<file path="src/rtl/proc_pkg.sv">
// Shared widths, types and small helpers for the processor pipeline stages.
package proc_pkg;

   localparam int DATA_W    = 32;
   localparam int REG_IDX_W = 4;
   localparam int NUM_REGS  = 16;
   localparam int IMM_W     = 19;

   typedef logic [DATA_W-1:0]    word_t;
   typedef logic [REG_IDX_W-1:0] reg_idx_t;
   typedef logic [IMM_W-1:0]     imm_t;

   // Two's-complement sign extension of the raw immediate field to a full word.
   function automatic word_t sign_ext(input imm_t imm);
      return {{(DATA_W - IMM_W){imm[IMM_W-1]}}, imm};
   endfunction

endpackage : proc_pkg

</file>
<file path="src/rtl/reg_file.sv">
// 16 x 32 general-purpose register file: two asynchronous read ports,
// one synchronous write port, synchronous active-high clear of every entry.
// There is no write-to-read bypass: a read of the entry being written
// returns the old contents until the clock edge commits the write.
module reg_file
   import proc_pkg::*;
(
   input  logic     clk,
   input  logic     rst,
   input  reg_idx_t raddr_a,
   input  reg_idx_t raddr_b,
   input  reg_idx_t waddr,
   input  logic     wen,
   input  word_t    wdata,
   output word_t    rdata_a,
   output word_t    rdata_b
);

   word_t regs_r [NUM_REGS];

   // Storage update: reset clears all entries and overrides any pending write.
   always_ff @(posedge clk) begin
      if (rst) begin
         for (int i = 0; i < NUM_REGS; i++) begin
            regs_r[i] <= {DATA_W{1'b0}};
         end
      end else if (wen) begin
         regs_r[waddr] <= wdata;
      end
   end

   // Asynchronous read ports.
   always_comb begin
      rdata_a = regs_r[raddr_a];
      rdata_b = regs_r[raddr_b];
   end

endmodule : reg_file

</file>
<file path="src/rtl/deco.sv">
// Instruction-decode stage: register file access, immediate sign extension,
// write-back data selection and the branch/destination passthroughs that
// feed fetch and the later pipeline stages.
module deco
   import proc_pkg::*;
(
   input  logic        clk,
   input  logic        rst,
   input  logic [3:0]  Ra,
   input  logic [3:0]  Rb,
   input  logic [3:0]  Rd,
   input  logic        Branch,
   input  logic        DataInputON,
   input  logic        RWrite,
   input  logic [18:0] Imm,
   input  logic [31:0] DataInput,
   output logic        PCSelect,
   output logic [31:0] BranchDir,
   output logic [31:0] ImmExtend,
   output logic [31:0] Data1,
   output logic [31:0] Data2,
   output logic [3:0]  RD
);

   word_t imm_ext_s;
   word_t wr_data_s;

   // Sign extension, branch target and passthroughs are purely combinational.
   always_comb begin
      imm_ext_s = sign_ext(Imm);
      ImmExtend = imm_ext_s;
      BranchDir = imm_ext_s;
      PCSelect  = Branch;
      RD        = Rd;
   end

   // Write-back data select: external write-back data or the extended immediate.
   always_comb begin
      if (DataInputON) begin
         wr_data_s = DataInput;
      end else begin
         wr_data_s = imm_ext_s;
      end
   end

   reg_file u_reg_file (
      .clk     (clk),
      .rst     (rst),
      .raddr_a (Ra),
      .raddr_b (Rb),
      .waddr   (Rd),
      .wen     (RWrite),
      .wdata   (wr_data_s),
      .rdata_a (Data1),
      .rdata_b (Data2)
   );

endmodule : deco

</file>
<file path="config.mk">
export PLATFORM = sky130hd
export DESIGN_NAME = deco
export DESIGN_NICKNAME = d
export VERILOG_FILES = /design/src/rtl/proc_pkg.sv /design/src/rtl/reg_file.sv /design/src/rtl/deco.sv
export SDC_FILE = /design/constraint.sdc
export NUM_CORES = 1
export LEC_CHECK = 0
export ABC_AREA = 0
export CAP_MARGIN = 40
export CORE_ASPECT_RATIO = 2
export CORE_MARGIN = 1.5
export CORE_UTILIZATION = 34
export CTS_BUF_LIST = sky130_fd_sc_hd__clkbuf_4 sky130_fd_sc_hd__clkbuf_8
export CTS_CLUSTER_SIZE = 25
export DETAILED_ROUTE_END_ITERATION = 12
export PLACE_DENSITY = 0.6
export SKIP_CTS_REPAIR_TIMING = 1
export SLEW_MARGIN = 20
export SYNTH_ARGS = -nofsm -noshare
export SYNTH_HDL_FRONTEND = slang
export SYNTH_SLANG_ARGS = --single-unit
</file>
<file path="constraint.sdc">
create_clock -name clk -period 4.8 [get_ports clk]
set_clock_uncertainty 0.2 [all_clocks]
set_input_delay 0.96 -clock clk [delete_from_list [all_inputs] [get_ports clk]]
set_output_delay 0.96 -clock clk [all_outputs]
set_load 0.05 [all_outputs]
</file>
# Word level (Yosys, flattened, before mapping)
# Memories as Yosys holds them, arrays and structs flattened.
# Index checks and enable logic that the tools add are counted.
dict set report classes {
  n_mux 9
  n_reduce_logical 1
}
# operator n
set op_table {}
lappend op_table {{2-to-1 mux 32 bit} 2}
lappend op_table {{OR reduction 32 bit} 1}
lappend op_table {{2-to-1 mux 1 bit} 6}
lappend op_table {{2-to-1 mux 4 bit} 1}
dict set report totals {
  ff_bits 0
  ram_bits 512
  word_cells 11
  n_memories 1
}
# name words width read_ports rd_ports_with_merged_regs wr line_no
set mem_list {}
lappend mem_list {u_reg_file.regs_r 16 32 2 0 16 reg_file.sv:19} ;# word_t regs_r [NUM_REGS];

# Depth between registers and ports, before layout
dict set report logic_depth {
  depth_word 5
  mapped_depth 6
  mapped_depth_nobuf 3
}

# Hierarchy
# Synthesis repeated with hierarchy kept, for this count alone.
dict set report hier_totals {
  hier_cells 1793
  hier_area_um2 27649.0
}
# module cells_per_inst area_each_um2 instances
set by_module_without_submodules {}
lappend by_module_without_submodules {reg_file 1687 26581.7 1}
lappend by_module_without_submodules {deco 106 1067.3 1}

# Least setup slack after synthesis
# Ideal clock, no wire load.
dict set report synth_timing {
  path_type {input-to-output}
  startpoint {input port Ra[0]}
  endpoint {output port Data1[10]}
  path_slack_ns 1.250
  t_required_ns 3.640
  arrival_time_ns 2.390
  path_stages 5
  path_cell_list {buf_2 > buf_2 > mux4_2 > a22oi_1 > nand2_1}
}
dict set report synth_between {
  elab_chain_len 1
}
# element line_no
set synth_rtl {}
lappend synth_rtl {{start, declared} deco.sv:9} ;# input logic [3:0] Ra,
lappend synth_rtl {{memory (16 x 32 bit)} n/a}
lappend synth_rtl {{end, declared} deco.sv:20} ;# output logic [31:0] Data1,
# Every way passes these cells.

# Final worst setup path
dict set report layout_timing {
  startpoint {input port Rb[2]}
  endpoint {output port Data2[20]}
}
dict set report layout_between {
  elab_chain_len 1
}
# element line_no
set layout_rtl {}
lappend layout_rtl {{start, declared} deco.sv:10} ;# input logic [3:0] Rb,
lappend layout_rtl {{memory (16 x 32 bit)} n/a}
lappend layout_rtl {{end, declared} deco.sv:21} ;# output logic [31:0] Data2,
# Every way passes these cells.

==> flow_summary_export.csv <==
group,metric,value,unit
status,status,"finished clean",
timing,fmax,242,MHz
die,die-height,395,um
worst_setup_path,end_kind,"primary output",
routing,routed_via_density,5.74,
logic_synthesis,avgSynthCellArea,14.5,um2
global_route,antenna_found_initial,1,
timing,rsz0062_at_grt,"no",
logic_synthesis,synthesis.instances,1794,
die,fp.coreArea,0.0760,mm2
global_route,grt_pass1_vias,18613,
finish,reg_top3,"u_reg_file.regs_r x512",
timing,tightest_slew,793,ps
routing,num_vias,17223,
global_route,grt.total_usage,22.4,%
worst_setup_path,critPathRequiredTime,3640,ps
logic_synthesis,synth_seq_cells,512,
routing,ant_nets,0,
finish,largest_reg_flops,512,
worst_setup_path,worstSetupStartpointType,"input port",
run,cap_violations,0,
die,ios,201,
die,die_w,199,um
logic_synthesis,syn_area,0.0261,mm2
finish,area_delta_synth_final,18.5,%
clock_network,clock-root-buffer,"clkbuf_8",
clock_network,cts_buffers,68,
place,port_buffers,198,
finish,final_common_cell,"nor2_1",
finish,drive_above_1_share,29.5,%
clock_network,cts.sinks,512,
die,dieArea,0.0785,mm2
worst_setup_path,crit_fanout,14,
clock_network,cts_max_level,3,
routing,post_drt_wl_per_cell,28.8,um
pwr,p_per_area,346,mW/mm2
worst_setup_path,arrival,2980,ps
global_route,grt_pass1_wl,123,mm
clock_network,path_clk_slew,70,ps
timing,fin_crit_sh,86.2,%
timing,finalSetupViolations,0,
routing,drc_errors,0,
pwr,power.leakage,0.0104,uW
worst_setup_path,critPathKind,"in -> out",
pwr,max-vdd-ir-drop,0.178,mV
worst_setup_path,startpoint,"Rb[2]",
finish,instances_no_fill,3001,
timing,fin_crit,4140,ps
die,rows,143,
hold_path,hold_start,"DataInputON",
logic_synthesis,syn_nets,1862,
finish,top_register,"u_reg_file.regs_r",
clock_network,clockBufferDepth,3,
global_route,grt_overflow,0,
logic_synthesis,ys_seq_area_share,58.9,%
clock_network,cts_tree,"built",
routing,drt_iter0_markers,2032,
logic_synthesis,ys.warnings.count,0,
global_route,grt_max_degree,49,
place,place_congestion,0.784,
die,initial_core_util,34.3,%
finish,nets,2001,
timing,final.setup.tns,0,ps
place,dp_hpwl,52.5,mm
finish,final_cell_mix,"nor2_1, edfxtp_1, mux4_2",
routing,dr.pass1.iters,5,
routing,routed_wl,86.5,mm
logic_synthesis,ys_types,19,
place,place_inst,2876,
timing,drv_slew,0,
hold_path,hp-class,"in -> reg",
timing,slew_headroom,47.2,%
timing,hold_violations,0,
[path summary, 6_finish.rpt]
check,cells past startpoint,end,slack [ps]
setup / recovery,5,Data2[20],660
hold / removal,4,u_reg_file.regs_r[4][1],880
[area by class of cell]
cell class | instances | area, um2
clock buffers | 85 | 1070
well taps | 1015 | 1270
repair buffers | 311 | 3350
fillers | 7003 | 45100
flip-flops and latches | 512 | 15400
multi-input cells | 1040 | 9570
diodes | 1 | 2.50
clock inverters | 37 | 280
[report_power, final]
group	total (uW)	internal (uW)	switching, uW
Combinational	1990	806	1190
Clock	3400	1690	1710
Sequential	5300	5170	123
Total	10700	7670	3020
[cells in the mapped netlist (all sizes together)]
| master | number | area share, % |
|---|---|---|
| edfxtp | 512 | 59 |
| nand3 | 4 | 0.077 |
| a22oi | 128 | 3.7 |
| and4bb | 2 | 0.096 |
| a21oi | 14 | 0.27 |
| nor2b | 7 | 0.17 |
| buf | 156 | 3.7 |
| and2 | 2 | 0.048 |
| and4b | 1 | 0.038 |
| mux4 | 256 | 22 |
| clkbuf | 86 | 1.2 |
| mux2i | 18 | 0.69 |
| nor2 | 515 | 7.4 |
| nand2b | 16 | 0.38 |
| nand2 | 76 | 1.1 |
| nor4b | 1 | 0.058 |
[per-stage QoR]
step                      cell area, um2  hold slack [ps]  utilization [%]  setup WS (ps)  total power [uW]
after floorplan                    26100             1070                -           1250              6600
after global placement             29500             1610             38.8            647              7350
after detailed placement           29500             1570             38.8            672              7390
after CTS                          30900              819             40.6            673             10800
after global routing               30900              860             40.6            608             11000
final                              30900              881             40.6            664             10700
[kinds of logic after synthesis]
group | count (synthesis) | synth area share [%]
mux | 274 | 22.8
buf+inv | 242 | 4.97
simple gates | 624 | 9.37
flops | 512 | 58.9
compound gates | 142 | 3.95
[per-layer routing]
layer / track usage (%) / vias up / share of wire, %
li1: - / 7069 / -
met1: 25.1 / 8854 / 33
met2: 39.8 / 1061 / 53
met3: 4.32 / 239 / 9.2
met4: 11.6 / 0 / 5.0
met5: 0 / - / 0
[worst max-delay path, cell delays in order]
cell,delay [ps]
clkdlybuf4s50_1,620
nor2b_4,640
a22oi_1,260
nand2_1,240
buf_4,240
Power figures use the tool's default switching activity.
